--- config.mk ---
export PLATFORM = sky130hd
export DESIGN_NAME = uart_xcvr
export DESIGN_NICKNAME = d
export VERILOG_FILES = /design/src/rtl/uart_xcvr.sv
export SDC_FILE = /design/constraint.sdc
export NUM_CORES = 1
export LEC_CHECK = 0
export BUFFER_PORTS_ARGS = -buffer_cell sky130_fd_sc_hd__buf_2
export CORE_MARGIN = 8
export CORE_UTILIZATION = 45
export DETAILED_ROUTE_END_ITERATION = 10
export PLACE_DENSITY_LB_ADDON = 0.08
export SKIP_CTS_REPAIR_TIMING = 1
export SLEW_MARGIN = 15
export SYNTH_ARGS = -nofsm -noshare
export SYNTH_HDL_FRONTEND = slang
export SYNTH_SLANG_ARGS = --single-unit
--- constraint.sdc ---
create_clock -name clk -period 1.7 [get_ports clk]
set_input_delay 0.34 -clock clk [delete_from_list [all_inputs] [get_ports clk]]
set_output_delay 0.34 -clock clk [all_outputs]
set_load 0.02 [all_outputs]
--- src/rtl/uart_xcvr.sv ---
// Full-duplex UART transceiver: 16x-oversampled RX with start-glitch rejection and internal loopback.
// Define UART_XCVR_PARITY_EN to add an even-parity bit to every frame (TX inserts, RX checks).
module uart_xcvr #(
    parameter int CLKS_PER_TICK = 4,
    parameter int DATA_BITS     = 8,
    parameter int STOP_BITS     = 1
) (
    input  logic                 clk,
    input  logic                 rst,
    input  logic                 loopback_en,
    input  logic                 tx_start,
    input  logic [DATA_BITS-1:0] tx_data_in,
    output logic                 tx_serial_out,
    output logic                 tx_busy,
    output logic                 tx_done,
    input  logic                 rx_serial_in,
    output logic                 rx_done,
    output logic [DATA_BITS-1:0] rx_data_out,
    output logic                 rx_frame_err,
    output logic                 rx_parity_err
);

    localparam int BIT_CLKS = 16 * CLKS_PER_TICK;
    localparam int CNT_W    = $clog2(BIT_CLKS);
    localparam int PRE_W    = (CLKS_PER_TICK > 1) ? $clog2(CLKS_PER_TICK) : 1;
    localparam int BIT_W    = $clog2(DATA_BITS);

    localparam logic [CNT_W-1:0] CNT_LAST  = CNT_W'(BIT_CLKS - 1);
    localparam logic [PRE_W-1:0] PRE_LAST  = PRE_W'(CLKS_PER_TICK - 1);
    localparam logic [BIT_W-1:0] DATA_LAST = BIT_W'(DATA_BITS - 1);
    localparam logic [BIT_W-1:0] STOP_LAST = BIT_W'(STOP_BITS - 1);

    typedef enum logic [2:0] {
        ST_IDLE,
        ST_START,
        ST_DATA,
`ifdef UART_XCVR_PARITY_EN
        ST_PARITY,
`endif
        ST_STOP
    } state_t;

    // ------------------------------------------------------------------
    // Transmitter
    // ------------------------------------------------------------------
    state_t                 tx_state_q, tx_state_d;
    logic [CNT_W-1:0]       tx_cnt_q, tx_cnt_d;
    logic [BIT_W-1:0]       tx_bit_q, tx_bit_d;
    logic [DATA_BITS-1:0]   tx_shift_q, tx_shift_d;
    logic                   tx_done_q, tx_done_d;
    logic                   tx_bit_end;
    logic                   tx_line;
`ifdef UART_XCVR_PARITY_EN
    logic                   tx_par_q, tx_par_d;
`endif

    always_comb begin
        tx_state_d = tx_state_q;
        tx_cnt_d   = tx_cnt_q;
        tx_bit_d   = tx_bit_q;
        tx_shift_d = tx_shift_q;
        tx_done_d  = 1'b0;
        tx_bit_end = (tx_cnt_q == CNT_LAST);
`ifdef UART_XCVR_PARITY_EN
        tx_par_d   = tx_par_q;
`endif
        if (tx_state_q == ST_IDLE) begin
            tx_cnt_d = '0;
            tx_bit_d = '0;
            if (tx_start) begin
                tx_state_d = ST_START;
                tx_shift_d = tx_data_in;
`ifdef UART_XCVR_PARITY_EN
                tx_par_d   = ^tx_data_in;
`endif
            end
        end else if (tx_bit_end) begin
            tx_cnt_d = '0;
            case (tx_state_q)
                ST_START: begin
                    tx_state_d = ST_DATA;
                    tx_bit_d   = '0;
                end
                ST_DATA: begin
                    tx_shift_d = tx_shift_q >> 1;
                    if (tx_bit_q == DATA_LAST) begin
                        tx_bit_d = '0;
`ifdef UART_XCVR_PARITY_EN
                        tx_state_d = ST_PARITY;
`else
                        tx_state_d = ST_STOP;
`endif
                    end else begin
                        tx_bit_d = tx_bit_q + BIT_W'(1);
                    end
                end
`ifdef UART_XCVR_PARITY_EN
                ST_PARITY: begin
                    tx_state_d = ST_STOP;
                    tx_bit_d   = '0;
                end
`endif
                ST_STOP: begin
                    if (tx_bit_q == STOP_LAST) begin
                        tx_state_d = ST_IDLE;
                        tx_done_d  = 1'b1;
                    end else begin
                        tx_bit_d = tx_bit_q + BIT_W'(1);
                    end
                end
                default: tx_state_d = ST_IDLE;
            endcase
        end else begin
            tx_cnt_d = tx_cnt_q + CNT_W'(1);
        end
    end

    // Line level follows the registered state, so it changes exactly on bit boundaries.
    always_comb begin
        case (tx_state_q)
            ST_START:  tx_line = 1'b0;
            ST_DATA:   tx_line = tx_shift_q[0];
`ifdef UART_XCVR_PARITY_EN
            ST_PARITY: tx_line = tx_par_q;
`endif
            default:   tx_line = 1'b1;
        endcase
    end

    always_ff @(posedge clk or posedge rst) begin
        if (rst) begin
            tx_state_q <= ST_IDLE;
            tx_cnt_q   <= '0;
            tx_bit_q   <= '0;
            tx_shift_q <= '0;
            tx_done_q  <= 1'b0;
`ifdef UART_XCVR_PARITY_EN
            tx_par_q   <= 1'b0;
`endif
        end else begin
            tx_state_q <= tx_state_d;
            tx_cnt_q   <= tx_cnt_d;
            tx_bit_q   <= tx_bit_d;
            tx_shift_q <= tx_shift_d;
            tx_done_q  <= tx_done_d;
`ifdef UART_XCVR_PARITY_EN
            tx_par_q   <= tx_par_d;
`endif
        end
    end

    assign tx_serial_out = loopback_en ? 1'b1 : tx_line;
    assign tx_busy       = (tx_state_q != ST_IDLE);
    assign tx_done       = tx_done_q;

    // ------------------------------------------------------------------
    // Receiver
    // ------------------------------------------------------------------
    logic [1:0]             sync_q;
    logic                   rx_line;
    state_t                 rx_state_q, rx_state_d;
    logic [PRE_W-1:0]       rx_pre_q, rx_pre_d;
    logic [3:0]             rx_tick_q, rx_tick_d;
    logic [BIT_W-1:0]       rx_bit_q, rx_bit_d;
    logic [DATA_BITS-1:0]   rx_shift_q, rx_shift_d;
    logic                   rx_armed_q, rx_armed_d;
    logic                   rx_done_q, rx_done_d;
    logic [DATA_BITS-1:0]   rx_data_q, rx_data_d;
    logic                   rx_ferr_q, rx_ferr_d;
    logic                   rx_tick_end, rx_sample, rx_bit_end;
`ifdef UART_XCVR_PARITY_EN
    logic                   rx_parbit_q, rx_parbit_d;
    logic                   rx_perr_q, rx_perr_d;
`endif

    always_ff @(posedge clk or posedge rst) begin
        if (rst) begin
            sync_q <= 2'b11;
        end else begin
            sync_q <= {sync_q[0], rx_serial_in};
        end
    end

    // Loopback taps the raw TX line, which is already in this clock domain.
    assign rx_line = loopback_en ? tx_line : sync_q[1];

    always_comb begin
        rx_state_d  = rx_state_q;
        rx_pre_d    = rx_pre_q;
        rx_tick_d   = rx_tick_q;
        rx_bit_d    = rx_bit_q;
        rx_shift_d  = rx_shift_q;
        rx_armed_d  = rx_armed_q;
        rx_done_d   = 1'b0;
        rx_data_d   = rx_data_q;
        rx_ferr_d   = rx_ferr_q;
        rx_tick_end = (rx_pre_q == PRE_LAST);
        rx_sample   = rx_tick_end && (rx_tick_q == 4'd7);
        rx_bit_end  = rx_tick_end && (rx_tick_q == 4'd15);
`ifdef UART_XCVR_PARITY_EN
        rx_parbit_d = rx_parbit_q;
        rx_perr_d   = rx_perr_q;
`endif
        if (rx_state_q == ST_IDLE) begin
            rx_pre_d  = '0;
            rx_tick_d = '0;
            rx_bit_d  = '0;
            // After a frame error the line must return high before a new start counts.
            if (!rx_armed_q) begin
                rx_armed_d = rx_line;
            end else if (!rx_line) begin
                rx_state_d = ST_START;
            end
        end else begin
            rx_pre_d = rx_tick_end ? '0 : rx_pre_q + PRE_W'(1);
            if (rx_tick_end) begin
                rx_tick_d = rx_tick_q + 4'd1;
            end
            case (rx_state_q)
                ST_START: begin
                    if (rx_sample && rx_line) begin
                        rx_state_d = ST_IDLE;
                    end else if (rx_bit_end) begin
                        rx_state_d = ST_DATA;
                        rx_bit_d   = '0;
                    end
                end
                ST_DATA: begin
                    if (rx_sample) begin
                        rx_shift_d = {rx_line, rx_shift_q[DATA_BITS-1:1]};
                    end
                    if (rx_bit_end) begin
                        if (rx_bit_q == DATA_LAST) begin
`ifdef UART_XCVR_PARITY_EN
                            rx_state_d = ST_PARITY;
`else
                            rx_state_d = ST_STOP;
`endif
                        end else begin
                            rx_bit_d = rx_bit_q + BIT_W'(1);
                        end
                    end
                end
`ifdef UART_XCVR_PARITY_EN
                ST_PARITY: begin
                    if (rx_sample) begin
                        rx_parbit_d = rx_line;
                    end
                    if (rx_bit_end) begin
                        rx_state_d = ST_STOP;
                    end
                end
`endif
                ST_STOP: begin
                    if (rx_sample) begin
                        rx_state_d = ST_IDLE;
                        rx_done_d  = 1'b1;
                        rx_data_d  = rx_shift_q;
                        rx_ferr_d  = ~rx_line;
                        rx_armed_d = rx_line;
`ifdef UART_XCVR_PARITY_EN
                        rx_perr_d  = (^rx_shift_q) ^ rx_parbit_q;
`endif
                    end
                end
                default: rx_state_d = ST_IDLE;
            endcase
        end
    end

    always_ff @(posedge clk or posedge rst) begin
        if (rst) begin
            rx_state_q  <= ST_IDLE;
            rx_pre_q    <= '0;
            rx_tick_q   <= '0;
            rx_bit_q    <= '0;
            rx_shift_q  <= '0;
            rx_armed_q  <= 1'b0;
            rx_done_q   <= 1'b0;
            rx_data_q   <= '0;
            rx_ferr_q   <= 1'b0;
`ifdef UART_XCVR_PARITY_EN
            rx_parbit_q <= 1'b0;
            rx_perr_q   <= 1'b0;
`endif
        end else begin
            rx_state_q  <= rx_state_d;
            rx_pre_q    <= rx_pre_d;
            rx_tick_q   <= rx_tick_d;
            rx_bit_q    <= rx_bit_d;
            rx_shift_q  <= rx_shift_d;
            rx_armed_q  <= rx_armed_d;
            rx_done_q   <= rx_done_d;
            rx_data_q   <= rx_data_d;
            rx_ferr_q   <= rx_ferr_d;
`ifdef UART_XCVR_PARITY_EN
            rx_parbit_q <= rx_parbit_d;
            rx_perr_q   <= rx_perr_d;
`endif
        end
    end

    assign rx_done      = rx_done_q;
    assign rx_data_out  = rx_data_q;
    assign rx_frame_err = rx_ferr_q;
`ifdef UART_XCVR_PARITY_EN
    assign rx_parity_err = rx_perr_q;
`else
    assign rx_parity_err = 1'b0;
`endif

endmodule

# After elaboration in Yosys (flattened, before gate mapping)
# Index checks and enable logic that the tools add are counted.
[totals]
register_bits = 54
output_inout_bits = 14
word_cells = 119
[classes]
muxes = 50
n_bitwise = 2
n_eq_ne = 25
addsub = 5
n_reduce_logical = 22
[ops]
columns = ["operator", "count"]
rows = [
  ["$mux 3", 22],
  ["$mux 8", 4],
  ["$ne 3x3->1 const B", 9],
  ["$pmux 3 s3", 3],
  ["$mux 1", 13],
  ["$eq 3x2->1 const B", 4],
  ["$mux 6", 2],
  ["$reduce_and 3->1", 4],
  ["$reduce_bool 2->1", 5],
  ["$logic_not 3->1", 3],
  ["$mux 4", 2],
  ["$add 3x1->3 const B", 2],
  ["$add 6x1->6 const B", 1],
  ["$eq 3x1->1 const B", 2],
  ["$eq 3x3->1 const B", 2],
  ["$eq 6x6->1 const B", 1],
  ["$ne 2x2->1 const B", 3],
  ["$pmux 3 s2", 1],
  ["$reduce_and 6->1", 1],
  ["$reduce_bool 3->1", 2],
  ["$reduce_and 5->1", 1],
  ["$add 4x1->4 const B", 1],
  ["$eq 4x3->1 const B", 1],
  ["$eq 4x4->1 const B", 1],
  ["other kinds (10)", 14],
]

# Logic depth before layout (Yosys ltp)
# Gate-level depths: netlist (run 1).
[logic_depth]
depth_word = 7
mapped_depth = 7
depth_no_buf = 7

# Least setup slack after synthesis (run 1)
# OpenSTA, ideal clock, no wires.
[synth_path]
path_kind = "register to register"
from = "register tx_bit_q[0]"
to = "register tx_state_q[1]"
n_path_buf = 0
setup_ns = 0.125
t_arrival_ns = 1.508
required_ns = 1.575
path_stages_with_launch = 7
path_slack_ns = 0.068
cell_sequence = "dfrtp_1 > ha_1 > ha_1 > nor2b_1 > a21oi_1 > a22oi_1 > mux2_2"
[synth_via]
elab_chain_len = 3
[synth_rtl]
columns = ["item", "line_no", "text"]
rows = [
  ["from (decl)", "48", "logic [BIT_W-1:0] tx_bit_q, tx_bit_d;"],
  ["from (signal assigned)", "143", "tx_bit_q <= tx_bit_d;"],
  ["$eq 3x3->1 / $logic_not 3->1 (equally long branches)", "86, 104", ""],
  ["$ne 3x3->1 (no source line)", "--", ""],
  ["$reduce_and 4->1 (no source line) *", "--", ""],
  ["to (signal assigned)", "141", "tx_state_q <= tx_state_d;"],
  ["to (decl)", "46", "state_t tx_state_q, tx_state_d;"],
]
# Every way passes the cells marked *; elsewhere a longest branch is shown, timed or not.
# A chain may end at the register's enable or synchronous reset.

# Worst setup path in the final report (run 1)
[layout_path]
from = "register tx_state_q[1]"
to = "output tx_serial_out"
[layout_via]
elab_chain_len = 3
[layout_rtl]
columns = ["item", "line_no", "text"]
rows = [
  ["$eq 3x2->1 / $eq 3x1->1 (equally long branches)", "120", "case (tx_state_q)"],
  ["$pmux 1 s2 *", "120", ""],
  ["$mux 1 *", "152", "assign tx_serial_out = loopback_en ? 1'b1 : tx_line;"],
  ["to (decl)", "13", "output logic tx_serial_out,"],
]
# Marks and branches as above.

==> results of run 1 <==
-- Yosys cell counts, drive strengths merged (3+ instances only) --
library cell / count
nand3: 5
inv: 15
dfrtp: 50
nor2b: 4
xor2: 4
nor2: 31
o21ai: 6
nor3: 4
mux2i: 11
buf: 5
mux2: 18
ha: 17
nand2: 8
xnor2: 3
nand2b: 5
a21oi: 10
-- worst max-delay path, delay by kind of cell (launching register included) --
family	cells	cell delay (ns)
and+or+nand+nor	1	0.14
adders and majority gates	1	0.20
buffers and inverters	1	0.13
DFF	1	0.46
AOI/OAI and AO/OA	1	0.17
-- layer usage --
metal	part of all wire (%)	routed length (µm)	GRT usage (%)
met5	0	0	0
met4	1.5	72	4.093
met3	3.0	143	3.408
met2	50	2419	18.82
met1	45	2171	13.96
-- stage by stage --
step / std cells / power (W) / area (µm²) / setup TNS (ns) / hold WS [ns]
floorplan: 221 / 0.001819 / 2521 / 0 / 0.3445
global placement: 335 / 0.002054 / 2885 / 0 / 0.3346
detailed placement: 335 / 0.002059 / 2885 / 0 / 0.3340
CTS: 343 / 0.002792 / 2979 / -0.2476 / -0.001487
global route: 352 / 0.003043 / 3237 / -0.2352 / 0.02352
finish: 352 / 0.002855 / 3237 / -0.04696 / -0.002327
-- registers in the layout (all words and copies together), names as in the netlist --
| signal | cells |
|---|---|
| rx_data_out | 8 |
| rx_shift_q | 8 |
| tx_shift_q | 8 |
| tx_cnt_q | 6 |
| rx_tick_q | 4 |
| rx_bit_q | 3 |
| tx_bit_q | 3 |
| rx_pre_q | 2 |
| rx_state_q | 2 |
| sync_q | 2 |
| tx_state_q | 2 |
| rx_armed_q | 1 |
| rx_done | 1 |
| rx_frame_err | 1 |
| tx_done | 1 |
-- cells in the final DEF, fill, tap and decap left out, types with 4 or more instances in the layout --
cell / n
buf_2: 23
o21ai_0: 5
inv_2: 4
mux2_2: 17
a21oi_1: 9
ha_1: 10
ha_4: 6
inv_1: 10
nor2_1: 29
xor2_1: 4
nand2_1: 8
buf_4: 27
dfrtp_1: 49
clkbuf_8: 6
mux2i_1: 11
-- final cells by class --
type / instances / area share [%]
Clock inverter: 1 / 0.2319
Inverter: 15 / 1.817
Clock buffer: 7 / 2.667
Timing Repair Buffer: 56 / 12.83
Tap cell: 72 / 2.783
Sequential cell: 52 / 40.32
Multi-Input combinational cell: 149 / 39.35
-- cell families after synthesis --
kind of cell	Yosys count	synth area share, %
xor gates and xnor gates	7	2.432
buffers and inverters	21	3.672
muxes	29	12.56
other	1	0.1487
DFF	52	51.71
AOI/OAI and AO/OA	30	7.891
and+or+nand+nor	64	13.15
adders and majority gates	17	8.437
-- path summary, 6_finish.rpt --
path,endpoint,depth (start not counted)
max in group asynchronous,tx_state_q[1],3
hold reg to reg,sync_q[1],0
setup reg to reg,tx_state_q[1],7
hold / removal,rx_shift_q[1],2
min in group clk,sync_q[0],1
setup / recovery,tx_serial_out,4
-- power by group --
| part | switching [W] | leakage [nW] | internal (W) |
|---|---|---|---|
| logic | 0.000364 | 0.872 | 0.000407 |
| clock network | 0.000381 | 0.0445 | 0.000331 |
| registers | 0.0000603 | 0.682 | 0.00131 |
| total | 0.000806 | 1.60 | 0.00205 |
==> metrics.cfg, run 1 <==
[clock_network]
cts_buffer_depth = 2
clk_latency_ns = 0.30
clock-root-buffer = clkbuf_8
clkTransAtPathRegs_ns = 0.09
htreeDepth = 2
cts.sinks = 52
cts_buffers = 5
cts_tree = yes

[drt]
drtIter0Drc = 30
antenna_left = 0
drc = 0
vias = 1726
viasPerCell = 4.903
wire_per_inst_um = 13.66
routed_wl_um = 4807
drtPass1Iterations = 4

[sta]
hold_viol_final = 5
rsz0062_at_grt = yes
fmax_ghz = 0.5724
whs_ns = -0.002327
period_needed_ns = 1.747
fin_skew_ns = 0.007888
worst_slack_ns = -0.04696
setup_viol = 1
finalCritPeriodShare_pct = 102.8
drv_slew = 0

[cells_and_area]
finalNetCount = 309
num-fill-cells = 475
drive_gt1_share_pct = 40.71
ff_latch_area_um2 = 1305
area_delta_synth_final_pct = 28.39
final_util_pct = 59.14
multi_input_area_um2 = 1274
diodes = 0

[grt]
grt_max_degree = 30
grt_pass1_wl_um = 7783
grt_use_total_pct = 11.49
grt_pass1_vias = 1711
grt_overflow = 0
antenna_found_initial = 0

[placed_design]
dp_hpwl_um = 3329
dp_slack_ns = 0.01357
place_congestion = 0.7606
io_buffers = 25

[power_and_ir_drop]
ir_worst_vdd_mv = 0.4911
pwr_density_cell_nw_per_um2 = 882.0
leakage_nw = 1.598

[setup_path]
rrSetupSlack_ns = 0.05
worstSetupStartpointType = flip-flop
critPathSlowestCell = dfrtp_2
crit_arrival_ns = 1.41
crit_chain = ha_4 -> nand2b_4 -> a21o_1 -> buf_6
cp.required_ns = 1.36
cp-startpoint = tx_state_q[1]
cp_max_fo = 6
max_stage_delay_ns = 0.46
timing.rr.start = tx_state_q[0]
critPathKind = flip-flop to output pin
cp-end-kind = output pin

[synth]
synthCells = 221
syn_avg_cell_area_um2 = 11.41
synth.distinct_cells = 40
synth_top_area_share_pct = 49.63
seq_area_frac_synth_pct = 51.71
ys_warn_count = 0
yosysTopAreaCell = dfrtp_1
synth_seq_cells = 52
synth_enable_flop_cells = 0
synthesis.area_um2 = 2521
ys.flop_type = dfrtp_1
ys_top_cells_by_area = dfrtp_1, ha_1, mux2_2
async_reset_ff_share_pct = 100.0
synthesis.nets = 251

[flow_run]
max_cap_viol_count = 0

[die]
die_w_um = 90.85
num_rows = 27
core_um2 = 5473
dieArea_um2 = 8254
start_util_pct = 46.07
ios = 27
fp.dieH_um = 90.85

[status]
status = finished, violations left
violations = negative hold slack, negative setup slack

[worst_hold_path]
hold_path.class = input port to async pin

(Power assumes the default switching activity.)
==> run 2: changes to the inputs <==
==> constraint.sdc (replaced) <==
create_clock -name clk -period 1.7 [get_ports clk]
set_input_delay 0.34 -clock clk [delete_from_list [all_inputs] [get_ports clk]]
set_output_delay 0.34 -clock clk [all_outputs]
set_load 0.005 [all_outputs]
==> run 2 against run 1 <==
The run still ends with negative hold slack, negative setup slack left. Hold slack got worse by 0.0074 ns. Clock-buffer cell count decreased by 1. Sequential cell count unchanged. Maximum frequency up 0.94%. Cell area down 3.2%. Clock skew is 0.00074 ns lower. Total power fell by 4.2%. First-iteration DRC count up 20%. Via count fell by 0.87%. Clock power shrank 6.3%. Wire length is 4.3% lower. Cell count shrank 2.0%. Largest cell class unchanged. Largest power group unchanged.
==> metrics.cfg, run 2 (synthesis results as in run 1) <==
[sta]
drv_slew = 0
worst_slack_ns = -0.03067
rsz0062_at_grt = yes
hold_viol_final = 12
period_needed_ns = 1.731
finalCritPeriodShare_pct = 101.8
fin_skew_ns = 0.007152
whs_ns = -0.009687
fmax_ghz = 0.5778
setup_viol = 1

[grt]
grt_max_degree = 30
grt_overflow = 0
grt_pass1_vias = 1699
antenna_found_initial = 0
grt_pass1_wl_um = 7576
grt_use_total_pct = 11.05

[die]
core_um2 = 5473
start_util_pct = 46.07
ios = 27
die_w_um = 90.85
fp.dieH_um = 90.85
num_rows = 27
dieArea_um2 = 8254

[drt]
viasPerCell = 4.959
wire_per_inst_um = 13.34
drtPass1Iterations = 4
drc = 0
drtIter0Drc = 36
vias = 1711
antenna_left = 0
routed_wl_um = 4601

[placed_design]
io_buffers = 25
dp.cells = 334
dp_hpwl_um = 3251
place_congestion = 0.7735

[status]
violations = negative hold slack, negative setup slack
status = finished, violations left

[cells_and_area]
final_cell_mix = dfrtp_1, nor2_1, buf_2
area_delta_synth_final_pct = 24.32
drive_gt1_share_pct = 36.63
diodes = 0
finalNetCount = 303
layout_commonest_cell = dfrtp_1
layout.cells.non_filler = 345

[power_and_ir_drop]
pwr_density_cell_nw_per_um2 = 872.8
ir_worst_vdd_mv = 0.4124
leakage_nw = 1.554
power_w = 0.002735

[setup_path]
timing.rr.start = tx_bit_q[0]
critPathKind = flip-flop to output pin
cp-end-kind = output pin
worstSetupStartpointType = flip-flop
cp_max_fo = 6
rrSetupSlack_ns = 0.04
cp.required_ns = 1.36
crit_arrival_ns = 1.39
rr_endpoint = tx_state_q[1]
worstRegToRegCells = 6

[clock_network]
htreeDepth = 2
clk_latency_ns = 0.30
cts_buffers = 5
cts.sinks = 52
clkTransAtPathRegs_ns = 0.09
cts_buffer_depth = 2
clock-root-buffer = clkbuf_8
cts_tree = yes

[flow_run]
max_cap_viol_count = 0

[worst_hold_path]
hold_path.class = input port to async pin

[run 2: routing by layer]
metal,track usage [%],share of wire (%),up-vias
li1,-,-,863
met1,12.90,46,824
met2,18.82,50,19
met3,3.325,3.0,5
met4,3.683,1.0,0
met5,0,0,-
[run 2: critical path, cell delays in order (launching register included)]
cell      delay [ns]
dfrtp_2         0.46
ha_4            0.20
nand2b_4        0.14
a21o_1          0.16
buf_2           0.12
[run 2: cell type report]
class                           instances  area (µm²)
Timing Repair Buffer                   50       367.9
Tap cell                               72       90.09
Inverter                               15       56.30
Multi-Input combinational cell        149        1237
Fill cell                             499        2338
Clock inverter                          1       5.005
Sequential cell                        52        1305
Clock buffer                            6       72.57
[run 2: how the worst max path moves through the flow]
stage,start,endpoint,slack (ns),cells past startpoint
after floorplan,tx_bit_q[0],tx_state_q[1],0.07,6
after global placement,tx_state_q[0],rx_state_q[1],0.04,7
after detailed placement,tx_state_q[0],rx_state_q[1],-0.01,7
after CTS,tx_state_q[0],tx_serial_out,-0.14,5
after global routing,tx_state_q[0],tx_serial_out,-0.08,5
final,tx_state_q[1],tx_serial_out,-0.03,4
[run 2: power breakdown]
group | internal, W | switching, W | total (W)
Combinational | 0.000368 | 0.000331 | 0.000698
Sequential | 0.00131 | 0.0000579 | 0.00137
Clock | 0.000281 | 0.000387 | 0.000668
Total | 0.00196 | 0.000776 | 0.00274
[run 2: stage by stage]
step | instance area, µm² | TNS (ns) | util (%) | hold slack [ns] | setup slack (ns)
global placement | 2903 | 0 | 53.04 | 0.3321 | 0.04498
global route | 3134 | -0.2309 | 57.27 | 0.001623 | -0.08459
floorplan | 2521 | 0 | - | 0.3445 | 0.06765
finish | 3134 | -0.03067 | 57.27 | -0.009687 | -0.03067
CTS | 2980 | -0.2347 | 54.46 | -0.006021 | -0.1442
detailed placement | 2903 | -0.01177 | 53.04 | 0.3296 | -0.01177
